[src/rtl/mcpu_defs.vh]
// ============================================================================
// mcpu_defs.vh
// Shared MCPU constants: default IROM width, IFETCH state codes, max pop.
// Revision: 1.0
// ============================================================================
`ifndef MCPU_DEFS_VH
`define MCPU_DEFS_VH
`default_nettype none

`define MCPU_IROM_ADDR_BITS 14
`define MCPU_ST_IDLE        1'b0
`define MCPU_ST_RUN         1'b1
`define MCPU_MAX_POP        2

`default_nettype wire
`endif

[src/rtl/mcpu_ifetch_pkg.sv]
// ============================================================================
// mcpu_ifetch_pkg
// Types and constants shared by the instruction prefetch controller.
// Revision: 1.0
// ============================================================================
`include "mcpu_defs.vh"
`default_nettype none

package mcpu_ifetch_pkg;

  localparam int unsigned DEF_IROM_ADDR_BITS = `MCPU_IROM_ADDR_BITS;
  localparam int unsigned MAX_POP            = `MCPU_MAX_POP;

  typedef enum logic {
    ST_IDLE = `MCPU_ST_IDLE,
    ST_RUN  = `MCPU_ST_RUN
  } ifetch_state_e;

endpackage

`default_nettype wire

[src/rtl/mcpu_ifetch_queue.sv]
// ============================================================================
// mcpu_ifetch_queue
// Circular byte queue, 0..2 push and 0..2 pop per cycle, two head bytes.
// Revision: 1.0
// ============================================================================
`default_nettype none

module mcpu_ifetch_queue #(
  parameter int unsigned QDEPTH = 4,
  localparam int unsigned PW    = $clog2(QDEPTH),
  localparam int unsigned CW    = PW + 1
) (
  input  logic          clk,
  input  logic          rst_n,
  input  logic          flush_i,
  input  logic [1:0]    push_i,
  input  logic [7:0]    wdata0_i,
  input  logic [7:0]    wdata1_i,
  input  logic [1:0]    pop_i,
  output logic [7:0]    head0_o,
  output logic [7:0]    head1_o,
  output logic [CW-1:0] count_o
);

  logic [7:0]    mem_q [QDEPTH];
  logic [PW-1:0] rptr_q;
  logic [PW-1:0] wptr_q;
  logic [CW-1:0] count_q;
  logic [PW-1:0] rptr_nxt;
  logic [PW-1:0] wptr_nxt;

  assign rptr_nxt = rptr_q + PW'(1);
  assign wptr_nxt = wptr_q + PW'(1);

  // Caller guarantees push fits pre-pop free space and pop <= count.
  always_ff @(posedge clk or negedge rst_n) begin
    if (!rst_n) begin
      for (int i = 0; i < QDEPTH; i++) begin
        mem_q[i] <= 8'h00;
      end
      rptr_q  <= '0;
      wptr_q  <= '0;
      count_q <= '0;
    end else if (flush_i) begin
      rptr_q  <= '0;
      wptr_q  <= '0;
      count_q <= '0;
    end else begin
      if (push_i != 2'd0) begin
        mem_q[wptr_q] <= wdata0_i;
      end
      if (push_i == 2'd2) begin
        mem_q[wptr_nxt] <= wdata1_i;
      end
      wptr_q  <= wptr_q + PW'(push_i);
      rptr_q  <= rptr_q + PW'(pop_i);
      count_q <= count_q - CW'(pop_i) + CW'(push_i);
    end
  end

  assign head0_o = mem_q[rptr_q];
  assign head1_o = mem_q[rptr_nxt];
  assign count_o = count_q;

endmodule

`default_nettype wire

[src/rtl/mcpu_ifetch.sv]
// ============================================================================
// mcpu_ifetch
// Instruction prefetch controller driving both IROM read ports into a byte
// queue. Optional counters enabled by MCPU_IFETCH_PERF_EN.
// Revision: 1.0
// ============================================================================
`default_nettype none

module mcpu_ifetch
  import mcpu_ifetch_pkg::*;
#(
  parameter int unsigned                IROM_ADDR_BITS = DEF_IROM_ADDR_BITS,
  parameter int unsigned                QDEPTH         = 4,
  parameter logic [IROM_ADDR_BITS-1:0]  RESET_PC       = '0
) (
  input  logic                      clk,
  input  logic                      rst_n,
  input  logic                      en,
  input  logic                      redirect_valid,
  input  logic [IROM_ADDR_BITS-1:0] redirect_addr,
  output logic [IROM_ADDR_BITS-1:0] irom_addr0,
  output logic [IROM_ADDR_BITS-1:0] irom_addr1,
  input  logic [7:0]                irom_out0,
  input  logic [7:0]                irom_out1,
  input  logic [1:0]                pop,
  output logic [7:0]                q_byte0,
  output logic [7:0]                q_byte1,
  output logic [$clog2(QDEPTH):0]   q_count,
  output logic [IROM_ADDR_BITS-1:0] q_pc
`ifdef MCPU_IFETCH_PERF_EN
  ,
  output logic [15:0]               perf_flushes,
  output logic [15:0]               perf_starve
`endif
);

  localparam int unsigned AW = IROM_ADDR_BITS;
  localparam int unsigned CW = $clog2(QDEPTH) + 1;

  ifetch_state_e state_q;
  logic [AW-1:0] fetch_pc_q, fetch_pc_d;
  logic [AW-1:0] q_pc_q, q_pc_d;
  logic [CW-1:0] count;
  logic [CW-1:0] space;
  logic [1:0]    pop_cap;
  logic [1:0]    eff_pop;
  logic [1:0]    push_cnt;
  logic [1:0]    q_push;
  logic [1:0]    q_pop;

  always_comb begin
    pop_cap  = (pop > 2'(MAX_POP)) ? 2'(MAX_POP) : pop;
    eff_pop  = (CW'(pop_cap) > count) ? count[1:0] : pop_cap;
    // Free space is taken before this cycle's pop retires.
    space    = CW'(QDEPTH) - count;
    push_cnt = 2'd0;
    if (state_q == ST_RUN) begin
      push_cnt = (space >= CW'(MAX_POP)) ? 2'(MAX_POP) : space[1:0];
    end
    q_push     = redirect_valid ? 2'd0 : push_cnt;
    q_pop      = redirect_valid ? 2'd0 : eff_pop;
    fetch_pc_d = redirect_valid ? redirect_addr : fetch_pc_q + AW'(push_cnt);
    q_pc_d     = redirect_valid ? redirect_addr : q_pc_q + AW'(eff_pop);
  end

  always_ff @(posedge clk or negedge rst_n) begin
    if (!rst_n) begin
      state_q <= ST_IDLE;
    end else begin
      case (state_q)
        ST_IDLE: if (en)  state_q <= ST_RUN;
        ST_RUN:  if (!en) state_q <= ST_IDLE;
        default:          state_q <= ST_IDLE;
      endcase
    end
  end

  always_ff @(posedge clk or negedge rst_n) begin
    if (!rst_n) begin
      fetch_pc_q <= RESET_PC;
      q_pc_q     <= RESET_PC;
    end else begin
      fetch_pc_q <= fetch_pc_d;
      q_pc_q     <= q_pc_d;
    end
  end

  mcpu_ifetch_queue #(
    .QDEPTH (QDEPTH)
  ) u_queue (
    .clk      (clk),
    .rst_n    (rst_n),
    .flush_i  (redirect_valid),
    .push_i   (q_push),
    .wdata0_i (irom_out0),
    .wdata1_i (irom_out1),
    .pop_i    (q_pop),
    .head0_o  (q_byte0),
    .head1_o  (q_byte1),
    .count_o  (count)
  );

  assign irom_addr0 = fetch_pc_q;
  assign irom_addr1 = fetch_pc_q + AW'(1);
  assign q_count    = count;
  assign q_pc       = q_pc_q;

`ifdef MCPU_IFETCH_PERF_EN
  logic [15:0] perf_flushes_q;
  logic [15:0] perf_starve_q;

  always_ff @(posedge clk or negedge rst_n) begin
    if (!rst_n) begin
      perf_flushes_q <= 16'h0000;
      perf_starve_q  <= 16'h0000;
    end else begin
      if (redirect_valid && perf_flushes_q != 16'hFFFF) begin
        perf_flushes_q <= perf_flushes_q + 16'd1;
      end
      if (!redirect_valid && state_q == ST_RUN && count == '0 &&
          perf_starve_q != 16'hFFFF) begin
        perf_starve_q <= perf_starve_q + 16'd1;
      end
    end
  end

  assign perf_flushes = perf_flushes_q;
  assign perf_starve  = perf_starve_q;
`else
  // Counter build disabled: no performance state exists.
`endif

endmodule

`default_nettype wire

[config.mk]
export PLATFORM = sky130hd
export DESIGN_NAME = mcpu_ifetch
export DESIGN_NICKNAME = d
export VERILOG_FILES = /design/src/rtl/mcpu_ifetch_pkg.sv /design/src/rtl/mcpu_ifetch_queue.sv /design/src/rtl/mcpu_ifetch.sv
export VERILOG_INCLUDE_DIRS = /design/src /design/src/rtl
export SDC_FILE = /design/constraint.sdc
export NUM_CORES = 1
export LEC_CHECK = 0
export CORE_UTILIZATION = 51
export CTS_CLUSTER_SIZE = 12
export DETAILED_ROUTE_END_ITERATION = 12
export DONT_BUFFER_PORTS = 1
export GPL_TIMING_DRIVEN = 0
export PLACE_DENSITY = 0.66
export SYNTH_ARGS = -nofsm -noshare
export SYNTH_HDL_FRONTEND = slang
export SYNTH_SLANG_ARGS = --single-unit
[constraint.sdc]
create_clock -name clk -period 3.5 [get_ports clk]
set_clock_uncertainty 0.05 [all_clocks]
set_input_delay 0.7 -clock clk [delete_from_list [all_inputs] [get_ports clk]]
set_output_delay 0.7 -clock clk [all_outputs]
set_load 0.05 [all_outputs]
# [Yosys cells after proc, flatten, opt, wreduce, memory -nomap -nowiden]
# Index checks and enable logic that the tools add are counted.
[totals] regBits=68 latchBits=0 mem_bits_rw=0 romBits=0 in_bits=36 out_inout_bits=61 wordCells=64 n_memories=0
[classes] add_sub_neg=10 n_mul=0 div=0 n_lt_le_gt_ge=9 n_eq_ne=1 shifts=0 n_mux=27 bitwise=4 reduce_logical=3
[ops] operator="$mux W32" count=3
[ops] operator="$bwmux W32" count=2
[ops] operator="$mux W8" count=6
[ops] operator="$bmux W8 S2" count=2
[ops] operator="$demux W8 S2" count=2
[ops] operator="$add A14 B2 Y14" count=2
[ops] operator="$mux W14" count=2
[ops] operator="$mux W2" count=8
[ops] operator="$add A14 B1 Y14 const B" count=1
[ops] operator="$ge A3 B3 Y1 const B" count=4
[ops] operator="$not A2 Y3" count=4
[ops] operator="$lt A3 B1 Y1 const B" count=2
[ops] operator="$add A2 B1 Y2 const B" count=2
[ops] operator="$add A2 B2 Y2" count=2
[ops] operator="$add A3 B2 Y3" count=1
[ops] operator="$ge A3 B2 Y1 const B" count=1
[ops] operator="$gt A2 B3 Y1" count=1
[ops] operator="$mux W3" count=1
[ops] operator="$sub A3 B2 Y3" count=1
[ops] operator="$sub A3 B3 Y3 const A" count=1
[ops] operator="$eq A2 B2 Y1 const B" count=1
[ops] operator="$gt A2 B2 Y1 const B" count=1
[ops] operator="$logic_and A1 B1 Y1" count=2
[ops] operator="$reduce_bool A2 Y1" count=1
[ops] operator="$mux W1" count=1

# [Depth between registers and ports, before layout]
# Gate-level depths: netlist of the first run.
[depth] depth_word=10 mapped_depth=13 ltp_nobuf=13

# [By module]
# A second synthesis of the first run with hierarchy kept.
[hier_totals] hier_cells=397 hier_area_um2=4276.6
[by_module_without_submodules] mod="mcpu_ifetch_queue" n_inst=1 cells_per_inst=189 area_each_um2=2249.7 seq_area_each_um2=975.9
[by_module_without_submodules] mod="mcpu_ifetch" n_inst=1 cells_per_inst=208 area_each_um2=2026.9 seq_area_each_um2=725.7

# [Worst setup path before layout of the first run]
# Ideal clock, no wire load.
[synth_timing] path_kind="register to register" from="register u_queue.count_q[1], in the netlist u_queue.count_o[1]" to="register u_queue.count_q[2], in the netlist u_queue.count_o[2]" setup_ns=0.131 arrival_time_ns=3.174 required_time_ns=3.319 slack_ns=0.144 stages_incl_launch_ff=11 n_path_buf=0 synth_period_minus_slack_ns=3.356 path_cell_list="dfrtp_1 inv_1 ha_1 nor2b_1 o21ai_0 mux2_2 nor2b_1 fa_1 fa_1 xnor2_1 nor2_1"
[synth_between] elab_chain_cells=7 elab_cells_between_ends=11 classes_between="add/sub: 3; order compare: 2; mux: 6"
[synth_rtl] element="from (decl)" line="mcpu_ifetch_queue.sv:28" text="logic [CW-1:0] count_q;"
[synth_rtl] element="from (signal assigned)" line="mcpu_ifetch_queue.sv:57" text="count_q <= count_q - CW'(pop_i) + CW'(push_i);"
[synth_rtl] element="$sub A3 B3 Y3" line="mcpu_ifetch.sv:55" text="space = CW'(QDEPTH) - count;"
[synth_rtl] element="$ge A3 B2 Y1" line="mcpu_ifetch.sv:58" text="push_cnt = (space >= CW'(MAX_POP)) ? 2'(MAX_POP) : space[1:0];"
[synth_rtl] element="$mux W2" line="mcpu_ifetch.sv:58"
[synth_rtl] element="$mux W2" line="mcpu_ifetch.sv:57" text="if (state_q == ST_RUN) begin"
[synth_rtl] element="$mux W2" line="mcpu_ifetch.sv:60" text="q_push = redirect_valid ? 2'd0 : push_cnt;"
[synth_rtl] element="$add A3 B2 Y3 *" line="mcpu_ifetch_queue.sv:57"
[synth_rtl] element="$mux W3 *" line="mcpu_ifetch_queue.sv:44" text="end else if (flush_i) begin"
# Mark *: on every way between the ends. The rest lies on a longest branch, timed or not.
# A chain may end at the register's enable or synchronous reset.

# [Worst setup path after layout of the first run]
[layout_timing] from="register fetch_pc_q[7], in the netlist irom_addr0[7]" to="output irom_addr1[10]"
[layout_between] elab_chain_cells=1
[layout_rtl] element="from (decl)" line="mcpu_ifetch.sv:41" text="logic [AW-1:0] fetch_pc_q, fetch_pc_d;"
[layout_rtl] element="from (signal assigned)" line="mcpu_ifetch.sv:83" text="fetch_pc_q <= fetch_pc_d;"
[layout_rtl] element="$add A14 B1 Y14" line="mcpu_ifetch.sv:104" text="assign irom_addr1 = fetch_pc_q + AW'(1);"
[layout_rtl] element="to (decl)" line="mcpu_ifetch.sv:22" text="output logic [IROM_ADDR_BITS-1:0] irom_addr1,"
# Every way passes these cells.

==> impl_metrics.prom, run 1 <==
# TYPE chip_impl_metric gauge
chip_impl_metric{name="global_route.overflow_total",unit=""} 0
chip_impl_metric{name="number_of_flip_flops_and_latches_in_the_synthesized_netlist",unit=""} 68
chip_impl_metric{name="final.min_clock_period",unit="ns"} 3.385
chip_impl_info{name="synthDominantAreaCellType",value="sky130_fd_sc_hd__dfrtp_1"} 1
chip_impl_metric{name="detail_route.first_pass.iterations",unit=""} 4
chip_impl_metric{name="worst_ep_arrival_time",unit="ns"} 2.64
chip_impl_metric{name="clkSlewWorstSetupHoldPaths",unit="ns"} 0.07
chip_impl_metric{name="peak_freq",unit="MHz"} 295.4
chip_impl_info{name="outcome",value="complete, no violations"} 1
chip_impl_metric{name="synth.avg_cell_area",unit="um2"} 10.50
chip_impl_metric{name="finalNetCount",unit=""} 472
chip_impl_metric{name="number_of_synthesized_flops_with_an_enable_pin",unit=""} 0
chip_impl_metric{name="design_area",unit="um2"} 4725
chip_impl_metric{name="ant_nets",unit=""} 0
chip_impl_metric{name="detail_route.wl_per_cell",unit="um"} 19.19
chip_impl_metric{name="cts_buffers",unit=""} 9
chip_impl_metric{name="max-clock-path-buffers",unit=""} 2
chip_impl_metric{name="antenna-diode-count",unit=""} 0
chip_impl_info{name="crit_path_end_kind",value="output pin"} 1
chip_impl_metric{name="dieArea",unit="um2"} 8753
chip_impl_metric{name="final_layout_size_suffix_gt1_frac",unit=""} 0.2406
chip_impl_metric{name="count_of_input_and_output_buffers",unit=""} 0
chip_impl_metric{name="worstMarginPinSlew",unit="ns"} 1.102
chip_impl_info{name="rsz0062_at_grt",value="false"} 1
chip_impl_metric{name="grt_pass1_wl",unit="mm"} 16.30
chip_impl_metric{name="cp_max_fo",unit=""} 6
chip_impl_metric{name="clock_latency",unit="ns"} 0.34
chip_impl_metric{name="clock-sinks",unit=""} 68
chip_impl_metric{name="setup_viol",unit=""} 0
chip_impl_metric{name="count_of_warnings_emitted_by_yosys",unit=""} 0
chip_impl_info{name="root_buffer",value="sky130_fd_sc_hd__clkbuf_8"} 1
chip_impl_metric{name="gate_count_post_synth",unit=""} 407
chip_impl_metric{name="timing.slew.headroom",unit=""} 0.2600
chip_impl_metric{name="p_leak",unit="nW"} 1.949
chip_impl_metric{name="area_delta_synth_final",unit="%"} 10.51
chip_impl_info{name="synth_flop_cell",value="sky130_fd_sc_hd__dfrtp_1"} 1
chip_impl_info{name="largest_cells_by_area_after_synthesis",value="sky130_fd_sc_hd__dfrtp_1 (40%), sky130_fd_sc_hd__mux4_2 (8.4%), sky130_fd_sc_hd__xor2_1 (5.1%)"} 1
chip_impl_metric{name="synth_area",unit="um2"} 4275
chip_impl_metric{name="yosysTopAreaCellShare",unit=""} 0.3980
chip_impl_metric{name="maxSlewViolCount",unit=""} 0
chip_impl_metric{name="dp.cells",unit=""} 512
chip_impl_metric{name="irDropWorstVdd",unit="mV"} 0.4299
chip_impl_info{name="tritoncts",value="done"} 1
chip_impl_metric{name="gp_routability_congestion",unit=""} 0.8015
chip_impl_metric{name="grt_start_max_net_pins",unit=""} 69
chip_impl_info{name="hold_path_class",value="input pin to asynchronous set/reset pin"} 1
chip_impl_info{name="post_synth_most_frequent_cells",value="sky130_fd_sc_hd__dfrtp_1 (68), sky130_fd_sc_hd__nor2_1 (48), sky130_fd_sc_hd__o22ai_1 (32)"} 1
chip_impl_metric{name="die_h",unit="um"} 93.56
chip_impl_metric{name="vias_per_cell",unit=""} 6.013
chip_impl_metric{name="place.detailed.hpwl",unit="mm"} 7.189
chip_impl_metric{name="worst_slack",unit="ns"} 0.1149
chip_impl_metric{name="1st_iter_drt_viols",unit=""} 157
chip_impl_metric{name="cap_viol_max_count",unit=""} 0
chip_impl_metric{name="groute.usage.overall",unit=""} 0.2473
chip_impl_info{name="setup.worst_path.class",value="flop to output pin"} 1
chip_impl_metric{name="post_layout_nonfiller_instances",unit=""} 529
chip_impl_metric{name="start_util",unit=""} 0.5230
chip_impl_metric{name="antenna_found_initial",unit=""} 0
chip_impl_metric{name="synth_fp_nets",unit=""} 460
chip_impl_metric{name="finalCritPeriodShare",unit=""} 0.9672
chip_impl_metric{name="wl",unit="mm"} 10.15
chip_impl_metric{name="via_count_of_the_first_global_routing_pass",unit=""} 3174
chip_impl_metric{name="boundaryPins",unit=""} 97
chip_impl_metric{name="dr_total_vias",unit=""} 3181
chip_impl_metric{name="synth.lib_cells_used.distinct",unit=""} 43
chip_impl_metric{name="cts_max_level",unit=""} 3
chip_impl_info{name="startpoint_type",value="flop"} 1
chip_impl_metric{name="cp_data_required_time",unit="ns"} 2.75
chip_impl_metric{name="synth_sequential_area_ratio",unit=""} 0.3980
chip_impl_metric{name="final_util",unit=""} 0.5779
chip_impl_info{name="yosysMostFrequentCell",value="sky130_fd_sc_hd__dfrtp_1"} 1
chip_impl_metric{name="placement.setup.worst_slack",unit="ns"} -0.06518
chip_impl_metric{name="asyncSetResetFlopFracSynth",unit=""} 1.000
chip_impl_metric{name="detailed_place.area",unit="um2"} 4407
chip_impl_metric{name="drt_drc_violations_left",unit=""} 0
chip_impl_metric{name="core_box_area",unit="um2"} 8175
chip_impl_metric{name="fp.dieW",unit="um"} 93.56
chip_impl_metric{name="finalHoldViolations",unit=""} 0
chip_impl_metric{name="core.rowCount",unit=""} 33
chip_impl_metric{name="post_cts.repair.setup_buffers",unit=""} 0
chip_impl_metric{name="power_density_over_cell_area",unit="nW/um2"} 933.0
[report_power, final]
group          leakage [nW]  switching (mW)  total (mW)  internal (mW)
clock network         0.102           0.305       0.671          0.366
registers             0.774           0.562        1.61           1.05
logic                  1.07            1.41        2.13          0.715
total                  1.95            2.28        4.41           2.13
[stage by stage]
| stage | total power [mW] | hold WS, ns | TNS (ns) |
|---|---|---|---|
| floorplan | 3.404 | 0.3544 | 0 |
| global placement | 3.652 | 0.3568 | -0.02874 |
| detailed placement | 3.716 | 0.3571 | -0.06518 |
| CTS | 4.425 | 0.1927 | 0 |
| global route | 4.665 | 0.1922 | 0 |
| finish | 4.408 | 0.1843 | 0 |
[worst paths after layout]
path | startpoint | to | slack (ns) | depth (start not counted)
min in group clk | en | state_q | 0.33 | 0
max reg2reg | u_queue.count_o[0] | irom_addr0[12] | 0.20 | 11
min reg2reg | u_queue.mem_q[29] | u_queue.mem_q[29] | 0.49 | 2
max in group asynchronous | rst_n | irom_addr0[4] | 2.91 | 1
max | irom_addr0[7] | irom_addr1[10] | 0.11 | 4
min | rst_n | u_queue.mem_q[5] | 0.18 | 1
[flip-flops by register name (all words and copies together) (netlist names)]
signal,flops
u_queue.wptr_q,2
u_queue.rptr_q,2
u_queue.mem_q,32
state_q,1
u_queue.count_o,3
irom_addr0,14
q_pc,14
[logic make-up after synthesis]
| kind of cell | Yosys count | share of synthesized area |
|---|---|---|
| AO/OA/AOI/OAI | 74 | 0.1255 |
| flip-flops | 68 | 0.3980 |
| AND/OR/NAND/NOR | 126 | 0.1507 |
| adder cells (fa/ha/maj) | 17 | 0.05678 |
| buffers and inverters | 45 | 0.04419 |
| XOR/XNOR | 41 | 0.08838 |
| multiplexers | 36 | 0.1364 |
[timing repair]
| action | in CTS | in global routing |
|---|---|---|
| gates resized for setup | 8 | 7 |
| hold buffers | 1 | 0 |
| endpoints found under the setup margin | 8 | 9 |
| endpoints found under the hold margin | 68 | 0 |
[critical path, stage by stage, from the launching register on]
cell and delay [ns]:
sky130_fd_sc_hd__dfrtp_1 0.83, sky130_fd_sc_hd__and4_1 0.39, sky130_fd_sc_hd__nand3_1 0.13, sky130_fd_sc_hd__nor2_1 0.15, sky130_fd_sc_hd__xor2_1 0.79
[placed cells by master (no fill, tap or decap), types with 5 or more instances in the layout]
cell and instances:
sky130_fd_sc_hd__clkbuf_8 11, sky130_fd_sc_hd__a21oi_2 16, sky130_fd_sc_hd__xor2_1 21, sky130_fd_sc_hd__nand2b_1 5, sky130_fd_sc_hd__ha_1 13, sky130_fd_sc_hd__o22ai_1 32
sky130_fd_sc_hd__nor3_1 12, sky130_fd_sc_hd__nand2_1 16, sky130_fd_sc_hd__nor4_1 5, sky130_fd_sc_hd__inv_1 27, sky130_fd_sc_hd__nor2b_1 8, sky130_fd_sc_hd__mux2_2 18
sky130_fd_sc_hd__dfrtp_1 64, sky130_fd_sc_hd__xnor2_1 11, sky130_fd_sc_hd__nand3_1 7, sky130_fd_sc_hd__nor2_1 48, sky130_fd_sc_hd__mux4_2 16, sky130_fd_sc_hd__nand4_1 8
sky130_fd_sc_hd__clkbuf_1 12, sky130_fd_sc_hd__a21oi_1 6
[layer usage]
metal / GRT usage / vias up / wire (um) / part of all wire
met3: 0.06504 / 10 / 835 / 0.082
met2: 0.4136 / 128 / 5129 / 0.51
li1: - / 1472 / - / -
met1: 0.3075 / 1571 / 4059 / 0.40
met5: 0 / - / 0 / 0
met4: 0.08974 / 0 / 129 / 0.013
[final cells by class]
type	instances	area, um2
Inverter	27	101.3
Clock inverter	4	47.55
Buffer	18	87.58
Clock buffer	12	155.1
Timing Repair Buffer	1	27.53
Fill cell	708	3451
Multi-Input combinational cell	294	2467
Tap cell	105	131.4
Sequential cell	68	1707
Note: power is estimated with default switching activity, not from simulation.
==> run 2: changes to the inputs <==
- SLEW_MARGIN: not set -> 10
==> results of run 2 <==
Final layout, timing and power as in run 1 (identical DEF).
==> run 3: changes to the inputs <==
- CORE_MARGIN: not set -> 3
- PLACE_DENSITY: 0.66 -> not set
- PLACE_DENSITY_LB_ADDON: not set -> 0.08
==> impl_metrics.prom, run 3 (synthesized netlist as in run 1, its figures left out) <==
# TYPE chip_impl_metric gauge
chip_impl_metric{name="grt_start_max_net_pins",unit=""} 69
chip_impl_metric{name="place.detailed.hpwl",unit="mm"} 7.516
chip_impl_metric{name="core_box_area",unit="um2"} 7928
chip_impl_metric{name="design_power_total",unit="mW"} 4.489
chip_impl_metric{name="post_cts.repair.setup_buffers",unit=""} 0
chip_impl_metric{name="vias_per_cell",unit=""} 6.070
chip_impl_metric{name="reg2reg_slack",unit="ns"} 0.20
chip_impl_metric{name="switching_power",unit="mW"} 2.320
chip_impl_info{name="hold_path_class",value="input pin to asynchronous set/reset pin"} 1
chip_impl_metric{name="fp.dieW",unit="um"} 97.56
chip_impl_metric{name="worst_ep_arrival_time",unit="ns"} 2.61
chip_impl_metric{name="1st_iter_drt_viols",unit=""} 158
chip_impl_metric{name="detail_route.first_pass.iterations",unit=""} 4
chip_impl_metric{name="maxSlewViolCount",unit=""} 0
chip_impl_metric{name="wl",unit="mm"} 10.79
chip_impl_metric{name="antenna-diode-count",unit=""} 0
chip_impl_metric{name="power_density_over_cell_area",unit="nW/um2"} 944.2
chip_impl_info{name="crit_path_start",value="irom_addr0[4]"} 1
chip_impl_metric{name="power_frac_clock",unit=""} 0.160
chip_impl_info{name="root_buffer",value="sky130_fd_sc_hd__clkbuf_8"} 1
chip_impl_metric{name="cp_data_required_time",unit="ns"} 2.75
chip_impl_info{name="crit_path_end_kind",value="output pin"} 1
chip_impl_info{name="outcome",value="complete, no violations"} 1
chip_impl_metric{name="cts_buffers",unit=""} 9
chip_impl_info{name="startpoint_type",value="flop"} 1
chip_impl_metric{name="drt_drc_violations_left",unit=""} 0
chip_impl_metric{name="worstMarginPinSlew",unit="ns"} 1.110
chip_impl_metric{name="boundaryPins",unit=""} 97
chip_impl_metric{name="finalCritPeriodShare",unit=""} 0.9611
chip_impl_info{name="crit_path_end",value="irom_addr1[7]"} 1
chip_impl_metric{name="timing.slew.headroom",unit=""} 0.2549
chip_impl_metric{name="largest_reg_flops",unit=""} 32
chip_impl_info{name="setup.worst_path.class",value="flop to output pin"} 1
chip_impl_metric{name="global_route.overflow_total",unit=""} 0
chip_impl_metric{name="cts_max_level",unit=""} 3
chip_impl_metric{name="clkSlewWorstSetupHoldPaths",unit="ns"} 0.08
chip_impl_metric{name="final_util",unit=""} 0.5997
chip_impl_metric{name="gp_routability_congestion",unit=""} 0.8079
chip_impl_metric{name="final.min_clock_period",unit="ns"} 3.364
chip_impl_metric{name="peak_freq",unit="MHz"} 297.3
chip_impl_metric{name="ant_nets",unit=""} 0
chip_impl_metric{name="max-clock-path-buffers",unit=""} 2
chip_impl_metric{name="antenna_found_initial",unit=""} 0
chip_impl_metric{name="core.rowCount",unit=""} 32
chip_impl_info{name="regMostFlops",value="u_queue.mem_q"} 1
chip_impl_metric{name="clock-sinks",unit=""} 68
chip_impl_metric{name="start_util",unit=""} 0.5393
chip_impl_metric{name="p_leak",unit="nW"} 1.956
chip_impl_metric{name="finalNetCount",unit=""} 472
chip_impl_info{name="r2r_end",value="u_queue.count_o[2]"} 1
chip_impl_metric{name="dieArea",unit="um2"} 9518
chip_impl_metric{name="grt_pass1_wl",unit="mm"} 17.52
chip_impl_metric{name="irDropWorstVdd",unit="mV"} 0.6029
chip_impl_metric{name="p_sw_frac",unit=""} 0.5169
chip_impl_metric{name="via_count_of_the_first_global_routing_pass",unit=""} 3361
chip_impl_info{name="worst_r2r_startpoint",value="u_queue.count_o[1]"} 1
chip_impl_metric{name="setup_viol",unit=""} 0
chip_impl_metric{name="reg2reg_path_depth",unit=""} 10
chip_impl_metric{name="cap_viol_max_count",unit=""} 0
chip_impl_metric{name="detail_route.wl_per_cell",unit="um"} 20.50
chip_impl_metric{name="clock_latency",unit="ns"} 0.35
chip_impl_metric{name="cp_max_fo",unit=""} 7
chip_impl_metric{name="fin_worst_hold_slack",unit="ns"} 0.1762
chip_impl_info{name="layout.cells.most_common",value="sky130_fd_sc_hd__dfrtp_1"} 1
chip_impl_metric{name="dr_total_vias",unit=""} 3193
chip_impl_metric{name="final_layout_size_suffix_gt1_frac",unit=""} 0.2524
chip_impl_metric{name="groute.usage.overall",unit=""} 0.2326
chip_impl_metric{name="seqPwrFrac",unit=""} 0.358
chip_impl_metric{name="die_h",unit="um"} 97.56
chip_impl_metric{name="p_comb_frac",unit=""} 0.481
chip_impl_info{name="tritoncts",value="done"} 1
chip_impl_info{name="layout_common_cells",value="sky130_fd_sc_hd__dfrtp_1 (63), sky130_fd_sc_hd__nor2_1 (48), sky130_fd_sc_hd__o22ai_1 (32)"} 1
chip_impl_metric{name="count_of_input_and_output_buffers",unit=""} 0
chip_impl_metric{name="power.internal",unit="mW"} 2.169
chip_impl_metric{name="area_delta_synth_final",unit="%"} 11.21
chip_impl_metric{name="finalHoldViolations",unit=""} 0
run 3: worst max-delay path, stage by stage (launching register included):
cell and delay (ns):
sky130_fd_sc_hd__dfrtp_2 0.53, sky130_fd_sc_hd__clkbuf_1 0.32, sky130_fd_sc_hd__nand3_1 0.30, sky130_fd_sc_hd__or2_2 0.42, sky130_fd_sc_hd__nor2_1 0.30, sky130_fd_sc_hd__xor2_4 0.39
run 3: area by class of cell:
cell class	instances	area (um2)
fillers	671	3173
multi-input cells	294	2485
flip-flops and latches	68	1710
well taps	102	127.6
clock buffers	9	123.9
inverters	27	101.3
clock inverters	7	91.34
plain buffers	18	87.58
repair buffers	1	27.53
run 3: worst min-delay path by stage:
stage	from	to
2_1_floorplan	rst_n	irom_addr0[0]
3_3_place_gp	rst_n	u_queue.mem_q[30]
3_5_place_dp	rst_n	u_queue.mem_q[30]
4_1_cts	rst_n	q_pc[0]
5_1_grt	rst_n	u_queue.mem_q[5]
6_report	rst_n	u_queue.mem_q[5]
run 3: through the flow:
stage	setup slack, ns	TNS [ns]	std cells	cell area [um2]
2_1_floorplan	0.1444	0	407	4275
3_3_place_gp	-0.04102	-0.09011	509	4403
3_5_place_dp	-0.1038	-0.4666	509	4403
4_1_cts	0.02800	0	526	4712
5_1_grt	-0.01063	-0.01063	526	4755
6_report	0.1360	0	526	4755
run 3: power groups by stage:
stage               Combinational [mW]  Sequential, mW  Clock (mW)
finish                            2.16            1.61       0.720
global route                      2.33            1.65       0.765
detailed placement                2.12            1.61           0
global placement                  2.08            1.59           0
floorplan                         1.88            1.52           0
CTS                               2.16            1.60       0.727
run 3: metal layers:
metal	track usage	part of all wire
met5	0	0
met4	0.1033	0.020
met3	0.07179	0.089
met2	0.3622	0.48
met1	0.2987	0.42
run 3: repair_timing:
item / 4_1_cts / 5_1_grt
hold endpoints to repair: 68 / 0
setup endpoints to repair: 17 / 14
hold buffers: 1 / 0
resized for setup: 10 / 10
